### src/rtl/serdes_unpack_pkg.sv
`default_nettype none
// ============================================================================
// Module      : serdes_unpack_pkg
// Description : Shared sizing helper and state encodings for serdes_unpack.
// Revision    : 1.0 - initial release
// ============================================================================
package serdes_unpack_pkg;

    localparam logic [1:0] SU_IDLE   = 2'd0;
    localparam logic [1:0] SU_UNPACK = 2'd1;
    localparam logic [1:0] SU_DRAIN  = 2'd2;

    // Bits needed to index `value` distinct states (minimum 1).
    function automatic int C_LOG_2(input int value);
        int result;
        int v;
        result = 0;
        v      = value - 1;
        while (v > 0) begin
            result = result + 1;
            v      = v >> 1;
        end
        return (result < 1) ? 1 : result;
    endfunction

endpackage
`default_nettype wire

### src/rtl/fifo.sv
`default_nettype none
// ============================================================================
// Module      : fifo
// Description : Synchronous FIFO with a registered (1-cycle latency) read port.
// Revision    : 1.0 - initial release
// ============================================================================
module fifo #(
    parameter int DATA_WIDTH = 8,
    parameter int ADDR_WIDTH = 3
) (
    input  logic                  clk,
    input  logic                  reset,
    input  logic                  wr_en,
    input  logic [DATA_WIDTH-1:0] wr_data,
    output logic                  full,
    input  logic                  rd_en,
    output logic [DATA_WIDTH-1:0] rd_data,
    output logic                  empty
);
    localparam int DEPTH = 1 << ADDR_WIDTH;

    logic [DATA_WIDTH-1:0] mem_q [DEPTH];
    logic [ADDR_WIDTH:0]   wr_ptr_q, wr_ptr_d;
    logic [ADDR_WIDTH:0]   rd_ptr_q, rd_ptr_d;
    logic [DATA_WIDTH-1:0] rd_data_q, rd_data_d;
    logic                  do_wr, do_rd;

    // Extra pointer bit distinguishes full from empty when addresses match.
    assign empty = (wr_ptr_q == rd_ptr_q);
    assign full  = (wr_ptr_q[ADDR_WIDTH] != rd_ptr_q[ADDR_WIDTH]) &&
                   (wr_ptr_q[ADDR_WIDTH-1:0] == rd_ptr_q[ADDR_WIDTH-1:0]);
    assign do_wr = wr_en && !full;
    assign do_rd = rd_en && !empty;
    assign rd_data = rd_data_q;

    always_comb begin
        wr_ptr_d  = wr_ptr_q + (ADDR_WIDTH+1)'(do_wr);
        rd_ptr_d  = rd_ptr_q + (ADDR_WIDTH+1)'(do_rd);
        rd_data_d = do_rd ? mem_q[rd_ptr_q[ADDR_WIDTH-1:0]] : rd_data_q;
    end

    always_ff @(posedge clk) begin
        if (reset) begin
            wr_ptr_q  <= '0;
            rd_ptr_q  <= '0;
            rd_data_q <= '0;
        end else begin
            wr_ptr_q  <= wr_ptr_d;
            rd_ptr_q  <= rd_ptr_d;
            rd_data_q <= rd_data_d;
        end
    end

    always_ff @(posedge clk) begin
        if (do_wr) begin
            mem_q[wr_ptr_q[ADDR_WIDTH-1:0]] <= wr_data;
        end
    end

endmodule
`default_nettype wire

### src/rtl/serdes_unpack.sv
`default_nettype none
// ============================================================================
// Module      : serdes_unpack
// Description : Unpacks densely packed operand words into count-operand words.
// Revision    : 1.0 - initial release
// ============================================================================
module serdes_unpack
    import serdes_unpack_pkg::*;
#(
    parameter int IN_COUNT  = 10,
    parameter int OUT_COUNT = 10,
    parameter int OP_WIDTH  = 16,
    parameter int IN_WIDTH  = IN_COUNT * OP_WIDTH,
    parameter int OUT_WIDTH = OUT_COUNT * OP_WIDTH,
    parameter int COUNT_W   = C_LOG_2(OUT_COUNT + 1),
    parameter int VOPS_W    = C_LOG_2(IN_COUNT + 1)
) (
    input  logic                 clk,
    input  logic                 reset,
    input  logic [COUNT_W-1:0]   count,
    input  logic                 s_read_req,
    output logic                 s_read_ready,
    input  logic [IN_WIDTH-1:0]  s_read_data,
    input  logic                 s_read_last,
    input  logic [VOPS_W-1:0]    s_read_vops,
    output logic                 m_read_req,
    input  logic                 m_read_ready,
    output logic [OUT_WIDTH-1:0] m_read_data
);
    localparam int FIFO_W    = IN_WIDTH + VOPS_W + 1;
    localparam bit BYPASS_OK = (IN_COUNT == OUT_COUNT);

    logic [1:0]           state_q, state_d;
    logic [VOPS_W-1:0]    rd_idx_q, rd_idx_d;
    logic [COUNT_W-1:0]   wr_idx_q, wr_idx_d;
    logic [COUNT_W-1:0]   cnt_lat_q, cnt_lat_d;
    logic                 out_valid_q, out_valid_d;
    logic [OUT_WIDTH-1:0] acc_q, acc_d;

    logic                 fifo_full, fifo_empty, pop;
    logic [FIFO_W-1:0]    fifo_rd_data;
    logic                 piso_last;
    logic [VOPS_W-1:0]    piso_vops;
    logic [IN_WIDTH-1:0]  piso_data;

    logic [VOPS_W-1:0]    rd_lim;
    logic [COUNT_W-1:0]   count_map, cnt_eff, wr_next;
    logic                 move_en, handshake, bypass, word_done, exhaust, go_drain;

    // The FIFO's registered read port doubles as the PISO holding register.
    fifo #(
        .DATA_WIDTH (FIFO_W),
        .ADDR_WIDTH (3)
    ) u_fifo (
        .clk     (clk),
        .reset   (reset),
        .wr_en   (s_read_req),
        .wr_data ({s_read_last, s_read_vops, s_read_data}),
        .full    (fifo_full),
        .rd_en   (pop),
        .rd_data (fifo_rd_data),
        .empty   (fifo_empty)
    );

    assign {piso_last, piso_vops, piso_data} = fifo_rd_data;
    assign s_read_ready = !fifo_full;
    assign m_read_req   = out_valid_q;
    assign m_read_data  = acc_q;

    assign rd_lim    = piso_last ? piso_vops : VOPS_W'(IN_COUNT);
    assign count_map = (count == '0) ? COUNT_W'(OUT_COUNT) : count;
    assign cnt_eff   = (wr_idx_q == '0) ? count_map : cnt_lat_q;
    assign handshake = out_valid_q && m_read_ready;
    assign move_en   = (state_q == SU_UNPACK) && !(out_valid_q && !m_read_ready);

    always_comb begin
        bypass    = BYPASS_OK && (cnt_eff == COUNT_W'(OUT_COUNT)) && (rd_idx_q == '0) &&
                    (wr_idx_q == '0) && (rd_lim == VOPS_W'(IN_COUNT));
        word_done = move_en && (bypass || (wr_idx_q == cnt_eff - 1'b1));
        exhaust   = move_en && (bypass || (rd_idx_q == rd_lim - 1'b1));
        wr_next   = word_done ? '0 : wr_idx_q + 1'b1;
        // A last word that leaves a partially filled accumulator must flush it.
        go_drain  = exhaust && piso_last && (wr_next != '0);
    end

    always_comb begin
        acc_d       = acc_q;
        out_valid_d = out_valid_q;
        cnt_lat_d   = cnt_lat_q;
        rd_idx_d    = rd_idx_q;
        wr_idx_d    = wr_idx_q;
        if (handshake) begin
            acc_d       = '0;
            out_valid_d = 1'b0;
        end
        if (move_en) begin
            if (bypass) begin
                acc_d = OUT_WIDTH'(piso_data);
            end else begin
                acc_d[wr_idx_q*OP_WIDTH +: OP_WIDTH] = piso_data[rd_idx_q*OP_WIDTH +: OP_WIDTH];
            end
            if (wr_idx_q == '0) begin
                cnt_lat_d = count_map;
            end
            rd_idx_d = exhaust ? '0 : rd_idx_q + 1'b1;
            wr_idx_d = go_drain ? '0 : wr_next;
        end
        if (word_done || go_drain) begin
            out_valid_d = 1'b1;
        end
    end

    // FSM: state register
    always_ff @(posedge clk) begin
        if (reset) begin
            state_q     <= SU_IDLE;
            rd_idx_q    <= '0;
            wr_idx_q    <= '0;
            cnt_lat_q   <= '0;
            out_valid_q <= 1'b0;
            acc_q       <= '0;
        end else begin
            state_q     <= state_d;
            rd_idx_q    <= rd_idx_d;
            wr_idx_q    <= wr_idx_d;
            cnt_lat_q   <= cnt_lat_d;
            out_valid_q <= out_valid_d;
            acc_q       <= acc_d;
        end
    end

    // FSM: next state
    always_comb begin
        state_d = state_q;
        case (state_q)
            SU_IDLE: begin
                if (!fifo_empty) state_d = SU_UNPACK;
            end
            SU_UNPACK: begin
                if (go_drain) state_d = SU_DRAIN;
                else if (exhaust && fifo_empty) state_d = SU_IDLE;
            end
            SU_DRAIN: begin
                if (handshake) state_d = SU_IDLE;
            end
            default: state_d = SU_IDLE;
        endcase
    end

    // FSM: outputs; the refill pop overlaps consumption of the final operand.
    always_comb begin
        pop = 1'b0;
        case (state_q)
            SU_IDLE:   pop = !fifo_empty;
            SU_UNPACK: pop = exhaust && !go_drain && !fifo_empty;
            default:   pop = 1'b0;
        endcase
    end

endmodule
`default_nettype wire

### config.mk
export PLATFORM = sky130hd
export DESIGN_NAME = serdes_unpack
export DESIGN_NICKNAME = d
export VERILOG_FILES = /design/src/rtl/serdes_unpack_pkg.sv /design/src/rtl/fifo.sv /design/src/rtl/serdes_unpack.sv
export SDC_FILE = /design/constraint.sdc
export NUM_CORES = 2
export LEC_CHECK = 0
export CORE_MARGIN = 2
export CORE_UTILIZATION = 30
export CTS_CLUSTER_DIAMETER = 60
export DETAILED_ROUTE_END_ITERATION = 8
export SYNTH_ARGS = -nofsm -noshare
export SYNTH_HDL_FRONTEND = slang
export SYNTH_SLANG_ARGS = --single-unit
### constraint.sdc
create_clock -name clk -period 22.4 [get_ports clk]
set_input_delay 2.24 -clock clk [delete_from_list [all_inputs] [get_ports clk]]
set_output_delay 2.24 -clock clk [all_outputs]
set_load 0.02 [all_outputs]
* After elaboration in Yosys (flattened, before gate mapping)
Memory sizes are Yosys's and may differ from the RTL's. A register that Yosys moved wholly into a read port is not among the register bits.
Cells that the tools add are included.
** Cells by class
- Add/sub/neg operators :: 7
- Eq/ne operators :: 12
- Shifts and indexed selects :: 3
- Multiplexer cells :: 20
- Reductions and logical operators :: 31
** Operators with widths (number)
- 160-bit two-way mux :: 3
- 160-bit bitwise mux :: 1
- 16-bit by 34-bit variable shift with 160-bit output, first input constant :: 1
- 16-bit by 34-bit variable part select with 160-bit output :: 1
- 160-bit by 9-bit variable part select with 16-bit output :: 1
- 8-bit negation with 34-bit output :: 1
- 4-bit two-way mux :: 6
- 1-bit logical AND :: 16
- 4-bit equality test :: 3
- 4-bit zero test :: 3
- 4-bit by 1-bit adder with 4-bit output :: 2
- 4-bit by 1-bit adder with 4-bit output, second input constant :: 2
- 4-bit equality test, second input constant :: 2
- 2-bit two-way mux :: 4
- 4-bit by 1-bit subtractor with 4-bit output, second input constant :: 2
- 2-bit one-hot mux with 3 select lines :: 1
- 1-bit zero test :: 5
- 1-bit two-way mux :: 4
- 2-bit != test, second input constant :: 2
- 4-bit nonzero test :: 1
- 3-bit equality test :: 1
- 1-bit logical OR :: 3
- 3-bit by 2-bit != test with 1-bit output, second input constant :: 1
- 3-bit AND reduction :: 1
- other kinds (6) :: 6
** Word-level totals
- Flip-flop bits (word level) :: 183
- Memory bits (writable) :: 1320
- Input port bits :: 173
- Word-level logic and storage cells :: 82
- Memories kept :: 1
** Memory list
- u_fifo.mem_q :: words 8, bits a word 165, rd ports 1, clocked after memory_dff 1, wr ports 1, line fifo.sv:22 : logic [DATA_WIDTH-1:0] mem_q [DEPTH];

* Longest topological paths before layout
- Word-level depth :: 18
- Mapped depth :: 19
- Gate-level depth less buffers :: 16

* By module
Synthesis repeated with hierarchy kept, for this count alone.
** Unflattened totals
- Cells, all modules :: 3726
- Area total of the unflattened synthesis :: 65205.0 sq um
** Modules (own cells, without submodules)
- fifo :: times used 1, cells each 2511, area an instance 55527.0 sq um, seq. area each 43101.3 sq um
- serdes_unpack :: times used 1, cells each 1215, area an instance 9678.0 sq um, seq. area each 3503.4 sq um

* Least setup slack after synthesis
OpenSTA, ideal clock, no wires.
- Path type :: input port to flip-flop
- Start point :: in s_read_req
- End point :: mem u_fifo.mem_q[0][0] in the netlist's numbering (enable)
- Arrival :: 13611 ps
- Required time :: 21508 ps
- Setup slack :: 7897 ps
- Stages :: 3
- Path buffers :: 0
- Cells stage by stage :: and2_1 > nand2b_1 > nor3_1
** On the way
- Cells in the longest elaborated chain, start to end :: 3
** Ends and longest elaborated chain
- start, declared :: line serdes_unpack.sv:21 : input logic s_read_req,
- 1-bit logical AND :: line fifo.sv:32 : assign do_wr = wr_en && !full;
- 1-bit two-way mux :: line fifo.sv:55 : if (do_wr) begin
- 1-bit two-way mux (not written as such) :: line fifo.sv:56 : mem_q[wr_ptr_q[ADDR_WIDTH-1:0]] <= wr_data;
- end, declared :: line fifo.sv:22
No other way between the ends.

* Worst setup path after layout
- Start point :: in m_read_ready
- End point :: reg u_fifo.rd_ptr_q[1]
** On the way
- Cells in the longest elaborated chain, start to end :: 14
** Ends and longest elaborated chain
- start, declared :: line serdes_unpack.sv:27 : input logic m_read_ready,
- 1-bit zero test (*) :: line serdes_unpack.sv:74 : assign move_en = (state_q == SU_UNPACK) && !(out_valid_q && !m_read_ready);
- 1-bit logical AND (*) :: line serdes_unpack.sv:74
- 1-bit zero test (*) :: line serdes_unpack.sv:74
- 1-bit logical AND (*) :: line serdes_unpack.sv:74
- 1-bit logical AND :: line serdes_unpack.sv:79 : word_done = move_en && (bypass || (wr_idx_q == cnt_eff - 1'b1));
- 4-bit two-way mux :: line serdes_unpack.sv:81 : wr_next = word_done ? '0 : wr_idx_q + 1'b1;
- 4-bit nonzero test :: line serdes_unpack.sv:83 : go_drain = exhaust && piso_last && (wr_next != '0);
- 1-bit logical AND :: line serdes_unpack.sv:83
- 1-bit zero test :: line serdes_unpack.sv:155 : SU_UNPACK: pop = exhaust && !go_drain && !fifo_empty;
- 1-bit logical AND (*) (2 in series) :: line serdes_unpack.sv:155
- 1-bit one-hot mux with 2 select lines (*) :: line serdes_unpack.sv:153 : case (state_q)
- 1-bit logical AND (*) :: line fifo.sv:33 : assign do_rd = rd_en && !empty;
- 4-bit by 1-bit adder with 4-bit output (*) :: line fifo.sv:38 : rd_ptr_d = rd_ptr_q + (ADDR_WIDTH+1)'(do_rd);
- via u_fifo.rd_ptr_d[1] :: line fifo.sv:24 : logic [ADDR_WIDTH:0] rd_ptr_q, rd_ptr_d;
- end signal, assigned :: line fifo.sv:49 : rd_ptr_q <= rd_ptr_d;
- end, declared :: line fifo.sv:24
Mark *: on every way through the listed nets, which the timed path passes. The rest lies on a longest branch.
A chain may end at the register's enable or synchronous reset.

==> metrics.csv <==
metric,value,unit
maxClockFrequency,136,MHz
floorplan.initialDensity,30.3,%
comb_power_share,25.3,%
pwr_per_cell_area,117,nW/um2
grt_start_max_net_pins,124,
proportion_of_layout_cells_with_a_drive_suffix_above_1,20.6,%
worst_setup_hold_path_clk_slew,60,ps
die_x,473,um
post_drt_wl_per_cell,28.3,um
viasPerCell,5.23,
drc,0,
first_global_vias,36500,
timing.critical_path.from_type,primary input,
finalClockSkew,49.0,ps
cts.root.buffer_cell,sky130_fd_sc_hd__clkbuf_16,
min_from,m_read_data[29],
crit_path_end_kind,flop,
grt_overflow,0,
irDropWorstVdd,0.101,mV
arrival,7970,ps
switching_power,2900,uW
core_area,218000,um2
synth_edf_count,1320,
hold_ws,478,ps
post_synth.cell_area_avg,17.5,um2
drt-initial-drc-count,4297,
signed_area_change_from_the_synthesized_netlist_to_the_final_layout,18.3,%
place_congestion,0.953,
min_path_type,flop to flop,
synth-warning-count,0,
pre_cts_slack,14270,ps
numCtsBuffers,175,
global_route_met3_utilization,4.22,%
post_cts.resized_instances,0,
total_power,9090,uW
cts_tree,yes,
vias,36900,
cts-htree-levels,4,
gr-usage-all-layers,17.4,%
postCtsHoldBufs,0,
slew_headroom,10.3,%
numClockSinks,1668,
worstMarginPinSlew,1340,ps
synth_nets,3940,
routed_wirelength,200,mm
crit_start,m_read_ready,
internal_power,6190,uW
placement.io_buffers,334,
busiest_layer,met2,
worst_r2r_startpoint,wr_idx_q[0],
totalNegativeSetupSlack,0,ps
run_status,"finished, final reports clean",
floorplan.die_area,223000,um2
seq_area_frac_synth,70.8,%
p_leak,0.0232,uW
die_height,473,um
peak_fanout_along_the_critical_path,105,
layout_setup_ws,15070,ps
finalCriticalPeriod,7330,ps
rsz_0062_raised_after_global_routing,false,
io-pin-count,335,
nNetsFinal,4220,
synthArstFlopShare,0,%
met1_usage_grt,21.4,%
antenna_found_initial,55,
switching_fraction_of_total_power,32.0,%
power.share.sequential,43.2,%
maxCapViolations,0,
timing.setup.critical_path_class,primary input to flop,
globalRouteMet2Util,28.0,%
drt.antenna.violating_nets,0,
crit_required,23040,ps
detail_route.first_pass.iterations,6,
maximum_number_of_buffers_from_clock_root_to_sink,3,
rows,171,
insertion_delay,820,ps
final_min_period_over_clock_period,32.7,%
place.detailed.hpwl,129,mm
timing_hold_violations_final,0,
syn-instance-count,3755,
grt_pass1_wl,279,mm
synth.ff_latch_count,1668,
final_max_slew_viol_count,0,
clock_power_share,31.5,%
yosys.cell_types.count,58,
postCtsSetupRepairBufs,0,
synthesis.area,65900,um2
main_flop_type_after_synthesis,sky130_fd_sc_hd__edfxtp_1,
setup_violations,0,
## per-layer routing
layer | wire, um | part of all wire, % | up-vias
met5 | 441 | 0.22 | -
met4 | 13000 | 6.5 | 72
met3 | 13700 | 6.9 | 448
met2 | 94800 | 47 | 1359
met1 | 77800 | 39 | 19200
li1 | - | - | 15800
## power by group through the flow
stage	Clock [uW]	Sequential [uW]	Combinational, uW
finish	2860	3920	2300
global route	3050	3930	2440
CTS	2920	3910	2310
detailed placement	0	3970	2300
global placement	0	3970	2280
floorplan	0	3820	1650
## cell families after synthesis
family | Yosys count | share of synthesized area (%)
AO/OA/AOI/OAI | 832 | 8.99
XOR/XNOR | 12 | 0.160
adder cells (fa/ha/maj) | 12 | 0.228
buffers and inverters | 302 | 2.01
flip-flops | 1668 | 70.8
multiplexers | 562 | 15.4
AND/OR/NAND/NOR | 367 | 2.40
## Yosys cell counts, types with 19 or more instances
cell type / n / area (um2)
sky130_fd_sc_hd__a21oi_1: 294 / 1470
sky130_fd_sc_hd__dfxtp_1: 348 / 6970
sky130_fd_sc_hd__buf_2: 43 / 215
sky130_fd_sc_hd__o21ai_0: 150 / 751
sky130_fd_sc_hd__nor3_1: 19 / 95.1
sky130_fd_sc_hd__a211oi_2: 152 / 1900
sky130_fd_sc_hd__buf_1: 35 / 131
sky130_fd_sc_hd__nand2_1: 258 / 968
sky130_fd_sc_hd__nor2_1: 30 / 113
sky130_fd_sc_hd__a211oi_1: 131 / 983
sky130_fd_sc_hd__clkbuf_1: 195 / 732
sky130_fd_sc_hd__mux2i_1: 197 / 1970
sky130_fd_sc_hd__mux4_2: 362 / 8150
sky130_fd_sc_hd__edfxtp_1: 1320 / 39600
sky130_fd_sc_hd__a221oi_1: 48 / 420
sky130_fd_sc_hd__o22ai_1: 34 / 213
## registers in the layout (all words and copies together), names as in the netlist
register	flops
wr_idx_q	4
rd_idx_q	4
u_fifo.mem_q	1320
u_fifo.wr_ptr_q	4
m_read_req	1
u_fifo.rd_data	165
m_read_data	160
cnt_lat_q	4
state_q	2
u_fifo.rd_ptr_q	4
## critical path, stage by stage
cell and delay, ps:
sky130_fd_sc_hd__clkdlybuf4s50_1 640, sky130_fd_sc_hd__nand2b_1 220, sky130_fd_sc_hd__and3b_4 880, sky130_fd_sc_hd__buf_4 990
sky130_fd_sc_hd__o21ai_1 310, sky130_fd_sc_hd__a211oi_4 340, sky130_fd_sc_hd__and2_4 720, sky130_fd_sc_hd__buf_4 850
sky130_fd_sc_hd__ha_1 310, sky130_fd_sc_hd__ha_1 230, sky130_fd_sc_hd__nor2b_1 130
## layout make-up
| type | count | area [um2] |
|---|---|---|
| Fill cell | 20100 | 140000 |
| Sequential cell | 1668 | 46600 |
| Multi-Input combinational cell | 1785 | 18000 |
| Clock buffer | 223 | 4680 |
| Timing Repair Buffer | 396 | 3880 |
| Tap cell | 2854 | 3570 |
| Clock inverter | 102 | 1060 |
| Inverter | 9 | 33.8 |
| Antenna cell | 11 | 27.5 |
## final timing paths
kind | end | slack, ps | cells past startpoint
setup / recovery | u_fifo.rd_ptr_q[1] | 15070 | 11
hold / removal | m_read_data[29] | 480 | 2
setup reg to reg | u_fifo.rd_ptr_q[1] | 15440 | 15
hold reg to reg | m_read_data[29] | 480 | 2
## layout by cell type, fill, tap and decap left out, types with 7 or more instances in the layout
master                            netlist  final
sky130_fd_sc_hd__inv_1                  8      8
sky130_fd_sc_hd__nand2_1              258    257
sky130_fd_sc_hd__o22ai_1               34     34
sky130_fd_sc_hd__nand3_1               14     13
sky130_fd_sc_hd__a221oi_1              48     48
sky130_fd_sc_hd__a211oi_2             152    151
sky130_fd_sc_hd__dfxtp_1              348    343
sky130_fd_sc_hd__clkdlybuf4s50_1        0    333
sky130_fd_sc_hd__edfxtp_1            1320   1320
sky130_fd_sc_hd__nor2_1                30     22
sky130_fd_sc_hd__mux4_2               362    362
sky130_fd_sc_hd__nor3_1                19     12
sky130_fd_sc_hd__ha_1                  12     12
sky130_fd_sc_hd__clkinv_2               0     28
sky130_fd_sc_hd__clkbuf_8               0      7
sky130_fd_sc_hd__diode_2                0     11
sky130_fd_sc_hd__clkbuf_1             195     36
sky130_fd_sc_hd__clkbuf_16              0    177
sky130_fd_sc_hd__nor3_2                 1      8
sky130_fd_sc_hd__buf_4                  3     57
sky130_fd_sc_hd__bufinv_16              0     12
sky130_fd_sc_hd__xor2_1                 7      7
sky130_fd_sc_hd__clkinv_1               0     40
sky130_fd_sc_hd__clkinv_16              0      8
sky130_fd_sc_hd__a211oi_1             131    131
sky130_fd_sc_hd__mux2i_1              197    197
sky130_fd_sc_hd__a21oi_1              294    294
sky130_fd_sc_hd__o21ai_0              150    150
sky130_fd_sc_hd__nand2b_1              12     12
## metrics by stage
step / std cells / utilization [%] / area [um2]
after global placement: 6712 / 33.2 / 72100
after detailed placement: 6712 / 33.2 / 72100
final: 7048 / 35.8 / 77900
after CTS: 7037 / 35.8 / 77900
after floorplan: 3755 / - / 65900
after global routing: 7037 / 35.8 / 77900
No activity file was read; power rests on OpenSTA's default activity.
